`src/rtl/vc_route_lock_unit.sv`:
```
`default_nettype none
// ============================================================================
// Module      : vc_route_lock_unit
// Description : Per-input-port route lock for a wormhole router. Headers latch
//               a route per virtual channel; body flits inherit it until tail.
// Revision    : 1.0 - initial release
// ============================================================================
module vc_route_lock_unit #(
    parameter int DIR_W   = 6,
    parameter int NUM_VC  = 4,
    parameter int VC_W    = 2,
    parameter int PKT_LEN = 4,
    parameter int CNT_W   = 3
) (
    input  logic              clk_i,
    input  logic              rst_i,
    input  logic              valid_i,
    output logic              ready_o,
    input  logic [VC_W-1:0]   vc_i,
    input  logic [DIR_W-1:0]  dir_i,
    output logic              valid_o,
    input  logic              ready_i,
    output logic [VC_W-1:0]   vc_o,
    output logic [DIR_W-1:0]  dir_o,
    output logic              is_body_o,
    output logic              is_tail_o,
    output logic [NUM_VC-1:0] vc_busy_o,
    output logic              err_o
);

    localparam logic [CNT_W-1:0] c_last_cnt = CNT_W'(PKT_LEN - 1);

    logic [CNT_W-1:0]  r_cnt   [NUM_VC];
    logic [DIR_W-1:0]  r_route [NUM_VC];
    logic [NUM_VC-1:0] r_busy;

    logic              r_valid;
    logic [VC_W-1:0]   r_vc;
    logic [DIR_W-1:0]  r_dir;
    logic              r_body;
    logic              r_tail;
    logic              r_err;

    logic              w_ready;
    logic              w_accept;
    logic              w_vc_ok;
    logic              w_sel_busy;
    logic [CNT_W-1:0]  w_sel_cnt;
    logic [DIR_W-1:0]  w_sel_route;
    logic [NUM_VC-1:0] w_hit;
    logic              w_emit;
    logic              w_drop;

    assign w_ready  = !r_valid || ready_i;
    assign w_accept = valid_i && w_ready;

    // Out-of-range VC indices match no entry, leaving w_vc_ok low.
    always_comb begin
        w_vc_ok     = 1'b0;
        w_sel_busy  = 1'b0;
        w_sel_cnt   = '0;
        w_sel_route = '0;
        w_hit       = '0;
        for (int v = 0; v < NUM_VC; v++) begin
            if (vc_i == VC_W'(v)) begin
                w_vc_ok     = 1'b1;
                w_sel_busy  = r_busy[v];
                w_sel_cnt   = r_cnt[v];
                w_sel_route = r_route[v];
                w_hit[v]    = w_accept;
            end
        end
    end

    assign w_emit = w_accept && w_vc_ok && (w_sel_busy || !dir_i[DIR_W-1]);
    assign w_drop = w_accept && (!w_vc_ok || (!w_sel_busy && dir_i[DIR_W-1]));

    always_ff @(posedge clk_i or posedge rst_i) begin
        if (rst_i) begin
            r_busy <= '0;
            for (int v = 0; v < NUM_VC; v++) begin
                r_cnt[v]   <= '0;
                r_route[v] <= '0;
            end
        end else begin
            for (int v = 0; v < NUM_VC; v++) begin
                if (w_hit[v]) begin
                    if (r_busy[v]) begin
                        if (r_cnt[v] == c_last_cnt) begin
                            r_cnt[v]  <= '0;
                            r_busy[v] <= 1'b0;
                        end else begin
                            r_cnt[v] <= r_cnt[v] + CNT_W'(1);
                        end
                    end else if (!dir_i[DIR_W-1]) begin
                        r_route[v] <= dir_i;
                        r_cnt[v]   <= CNT_W'(1);
                        r_busy[v]  <= 1'b1;
                    end
                end
            end
        end
    end

    // Payload fields only reload on an emitted flit so they stay put under stall.
    always_ff @(posedge clk_i or posedge rst_i) begin
        if (rst_i) begin
            r_valid <= 1'b0;
            r_vc    <= '0;
            r_dir   <= '0;
            r_body  <= 1'b0;
            r_tail  <= 1'b0;
            r_err   <= 1'b0;
        end else begin
            r_err <= w_drop;
            if (w_ready) begin
                r_valid <= w_emit;
                if (w_emit) begin
                    r_vc   <= vc_i;
                    r_dir  <= w_sel_busy ? w_sel_route : dir_i;
                    r_body <= w_sel_busy;
                    r_tail <= w_sel_busy && (w_sel_cnt == c_last_cnt);
                end
            end
        end
    end

    assign ready_o   = w_ready;
    assign valid_o   = r_valid;
    assign vc_o      = r_vc;
    assign dir_o     = r_dir;
    assign is_body_o = r_body;
    assign is_tail_o = r_tail;
    assign err_o     = r_err;
    assign vc_busy_o = r_busy;

endmodule
`default_nettype wire

```
`config.mk`:
```
export PLATFORM = sky130hd
export DESIGN_NAME = vc_route_lock_unit
export DESIGN_NICKNAME = d
export VERILOG_FILES = /design/src/rtl/vc_route_lock_unit.sv
export SDC_FILE = /design/constraint.sdc
export NUM_CORES = 1
export LEC_CHECK = 0
export BUFFER_PORTS_ARGS = -buffer_cell sky130_fd_sc_hd__buf_4
export CAP_MARGIN = 5
export CORE_UTILIZATION = 45
export CTS_BUF_LIST = sky130_fd_sc_hd__clkbuf_4
export DETAILED_ROUTE_END_ITERATION = 6
export PLACE_DENSITY = 0.73
export SYNTH_ARGS = -nofsm -noshare
export SYNTH_HDL_FRONTEND = slang
export SYNTH_SLANG_ARGS = --single-unit
export TNS_END_PERCENT = 30
```
`constraint.sdc`:
```
create_clock -name clk_i -period 4.61 [get_ports clk_i]
set_clock_uncertainty 0.05 [all_clocks]
set_input_delay 0.2305 -clock clk_i [delete_from_list [all_inputs] [get_ports clk_i]]
set_output_delay 0.2305 -clock clk_i [all_outputs]
set_load 0.01 [all_outputs]
```
# Yosys cells after proc, flatten, opt, wreduce, memory -nomap -nowiden
# Cells that the tools add are included.
[totals]
ff_bits = 48
output_inout_bits = 17
inputBits = 12
wordCells = 101
[classes]
addsub = 4
n_eq_ne = 12
muxes = 39
n_reduce_logical = 23
bitwise_logic = 5
[op_table]
columns = ["operator", "n"]
rows = [
  ["2-to-1 mux 3 bit", 13],
  ["2-to-1 mux 6 bit", 4],
  ["2-to-1 mux 1 bit", 21],
  ["== test 3 x 2 -> 1 bit, second input constant", 5],
  ["adder 3 x 1 -> 3 bit, second input constant", 4],
  ["AND reduction 3 bit", 4],
  ["AND reduction 2 bit", 5],
  ["!= test 2 x 1 -> 1 bit, second input constant", 4],
  ["logical AND 1 bit", 6],
  ["2-to-1 mux 5 bit", 1],
  ["NOT 1 bit", 5],
  ["== test 2 bit, second input constant", 2],
  ["logical NOT 1 bit", 4],
  ["logical OR 1 bit", 3],
  ["== test 2 x 1 -> 1 bit, second input constant", 1],
  ["logical NOT 2 bit", 1],
]

# Depth between registers and ports, before layout
[logic_depth]
depth_word = 9
depth_mapped = 7
ltp_nobuf = 5

# Worst setup path before layout
# OpenSTA, ideal clock, no wires.
[synth_timing]
path_type = "register -> register"
startpoint = "register r_busy[3] (netlist: vc_busy_o[3])"
endpoint = "register r_vc[0] (netlist: vc_o[0])"
synth_period_minus_slack_ps = 1893
setup_time_ps = 125
arrival_time_ps = 1718
path_buffers = 2
path_stages_with_launch = 6
t_required_ps = 4435
path_slack_ps = 2717
path_cell_list = "dfrtp_1 > buf_6 > mux4_2 > buf_6 > o211ai_4 > mux2_2"
[synth_between]
elab_chain_cells = 4
[synth_lines]
columns = ["item", "line_no", "source"]
rows = [
  ["from (decl)", "35", "logic [NUM_VC-1:0] r_busy;"],
  ["from (signal assigned)", "80", "r_busy <= '0;"],
  ["from (signal, indexed assignment)", "91", "r_busy[v] <= 1'b0;"],
  ["from (signal, indexed assignment)", "98", "r_busy[v] <= 1'b1;"],
  ["2-to-1 mux 1 bit", "65", "if (vc_i == VC_W'(v)) begin"],
  ["logical OR 1 bit", "75", "assign w_emit = w_accept && w_vc_ok && (w_sel_busy || !dir_i[DIR_W-1]);"],
  ["logical AND 1 bit", "75", ""],
  ["AND reduction 2 bit (no line)", "-", ""],
  ["to (signal assigned)", "119", "r_vc <= vc_i;"],
  ["to (decl)", "38", "logic [VC_W-1:0] r_vc;"],
]
# Every way passes these cells.
# A chain may end at the register's enable or synchronous reset.

# Worst setup path in the final report
[layout_timing]
startpoint = "register r_valid (netlist: valid_o)"
endpoint = "register r_route[8] (netlist name)"
[layout_between]
elab_chain_cells = 5
[layout_lines]
columns = ["item", "line_no", "source"]
rows = [
  ["from (decl)", "37", "logic r_valid;"],
  ["from (signal assigned)", "117", "r_valid <= w_emit;"],
  ["logical NOT 1 bit", "54", "assign w_ready = !r_valid || ready_i;"],
  ["logical OR 1 bit", "54", ""],
  ["logical AND 1 bit", "55", "assign w_accept = valid_i && w_ready;"],
  ["2-to-1 mux 1 bit", "65", ""],
  ["AND reduction 3 bit (no line)", "-", ""],
  ["to (signal, indexed assignment)", "96", "r_route[v] <= dir_i;"],
  ["to (decl)", "34", "logic [DIR_W-1:0] r_route [NUM_VC];"],
]
# Every way passes these cells.

==> reports/metrics.yaml <==
synth:
  postSynthAreaPerCell_sq_um: 12.6
  synth_compound_area_share_pct: 10.5
  yosys.area_share.xor_xnor_pct: 0
  yosys.area_share.simple_pct: 10.8
  synthCells: 183
  synth-edff-count: 0
  ys.flop_type: "dfrtp_1"
  synth.largest_area_cell: "dfrtp_1"
  synth-seq-cells: 48
  syn_nets: 199
  synth_top_family_by_area: "multiplexers"
  yosys.area_share.adder_pct: 2.17
  yosysSeqAreaShare_pct: 52.1
  yosysTopAreaCellShare_pct: 52.1
  synthTopCellsByArea: "dfrtp_1, mux2_2, mux4_2"
  synth-async-reset-ratio_pct: 100
  netlist_area_sq_um: 2310
  synthMuxAreaShare_pct: 20.5
  ys_types: 39
  ys_warn_count: 0
worst_setup_path:
  end_kind: "flop"
  required_ps: 4810
  start_kind: "flop"
  cp.arrival_ps: 2300
  cp_max_fo: 9
  worstSetupPathType: "flop to flop"
placement:
  place_congestion: 0.800
  portBuffers: 28
  dp_hpwl_mm: 3.01
  placed_cell_area_sq_um: 2540
power:
  p_per_area_nw_per_um2: 583
  ir_drop_uv: 225
  p_leak_nw: 1.21
  power_mw: 1.52
timing:
  clock.fmax_mhz: 475
  rsz0062_at_grt: "no"
  whs_ps: 44.5
  slew_viol_final: 0
  maxSlewHeadroom_pct: 35.1
  hold_violations: 0
  period_share_pct: 45.7
  tns_ps: 0
  worst_pin_slew_ps: 972
  layout_min_cycle_time_ps: 2110
  setup_viol: 0
grt:
  grt_busiest_layer: "met2"
  grt_pass1_vias: 1397
  antenna_found_initial: 0
  grt_pass1_wl_mm: 7.04
  gr-usage-all-layers_pct: 17.3
  grt_use_met2_pct: 25.9
  grt_remaining_overflow: 0
  use_met3_pct: 3.84
  gr-usage-met1_pct: 24.9
  grt_max_degree: 49
final_layout:
  layout_commonest_cell: "dfrtp_1"
  final_cell_area_sq_um: 2610
  final_layout_size_suffix_gt1_share_pct: 32.7
  final_cell_mix: "dfrtp_1, buf_4, o21ai_0"
  finalCoreUtilization_pct: 54.2
  antenna_cells: 0
  nNetsFinal: 226
  area_delta_synth_final_pct: 13.3
clock_network:
  clk_pin_slew_ps: 140
  clkSinkCount: 48
  cts-resized-gates: 0
  cts-root-buf: "clkbuf_4"
  clk_path_buf_depth: 2
  htree_num_levels: 2
  clk_latency_ps: 360
  ctsHoldBuffers: 0
  cts_buffers: 5
  cts_tree: "built"
  post_cts_buffers: 0
status:
  status: "completed"
floorplan:
  ios: 29
  initial_core_util_pct: 47.9
  die_area_sq_um: 5410
  core_sq_um: 4820
  die_y_um: 73.6
  die_w_um: 73.6
  num_rows: 25
flow_run:
  cap_violations: 0
min_path:
  hold_path.class: "primary input to async pin"
detailed_routing:
  drc: 0
  vias: 1508
  vias_per_cell: 5.42
  ant_nets: 0
  drt_iter0_drc: 54
  first_pass_iters: 4
  routed_wl_mm: 4.19
  wl_per_cell_um: 15.1
[report_power, final]
| group | total (mW) | switching [mW] | internal (mW) |
|---|---|---|---|
| registers | 0.733 | 0.137 | 0.596 |
| clock network | 0.237 | 0.126 | 0.111 |
| logic | 0.554 | 0.240 | 0.314 |
| total | 1.52 | 0.503 | 1.02 |
[per-layer routing]
metal,vias to the layer above,share of wire (%)
met5,-,0
met4,0,0.79
met3,2,3.2
met2,31,46
met1,754,50
li1,721,-
[synth_stat cells (2+ instances only)]
cell type,number
nand3_1,4
o21ai_0,18
dfrtp_1,48
nand2b_1,7
buf_6,4
buf_2,2
mux4_2,6
a21oi_1,2
o21a_1,2
a21boi_0,2
mux2i_1,7
mux2_2,17
nor2_1,5
clkbuf_1,2
nand4b_1,3
inv_1,8
ha_1,4
nor2b_1,2
o21ai_2,2
nand2_1,14
mux2_4,5
or3_1,2
[metrics by stage]
stage | cells | setup slack, ps
floorplan | 183 | 2720
global placement | 270 | 2540
detailed placement | 270 | 2530
global route | 278 | 2370
CTS | 278 | 2530
finish | 278 | 2500
[sequential cells by signal, summed over array words and instances (netlist names)]
signal and flops:
vc_o 2, is_body_o 1, r_route 20, err_o 1, is_tail_o 1, r_cnt 12, vc_busy_o 4, valid_o 1
dir_o 6
[critical path, cell delays in order (launching register included)]
cell and delay (ps):
dfrtp_1 400, nand2b_1 320, nand4b_1 290, or3_1 570, mux2_4 360
[area by class of cell]
class                           instances  area (sq um)
Multi-Input combinational cell        119          1010
Clock buffer                            5          37.5
Sequential cell                        48          1200
Clock inverter                          3          37.5
Inverter                                8          30.0
Fill cell                             439          2200
Tap cell                               67          83.8
Timing Repair Buffer                   28           210
[final timing paths]
| path | depth (start not counted) | end | slack [ps] | startpoint |
|---|---|---|---|---|
| hold reg to reg | 2 | dir_o[4] | 450 | dir_o[4] |
| min in group clk_i | 2 | r_route[22] | 90 | dir_i[4] |
| max in group asynchronous | 2 | vc_busy_o[3] | 3860 | rst_i |
| setup reg to reg | 4 | r_route[8] | 2500 | valid_o |
| hold / removal | 2 | valid_o | 40 | rst_i |
| setup / recovery | 4 | r_route[8] | 2500 | valid_o |
[kinds of logic after synthesis]
| logic type | Yosys count |
|---|---|
| buf+inv | 16 |
| flops | 48 |
| compound gates | 36 |
| fa+ha+maj | 4 |
| mux | 35 |
| simple gates | 44 |
No activity file was read; power rests on OpenSTA's default activity.
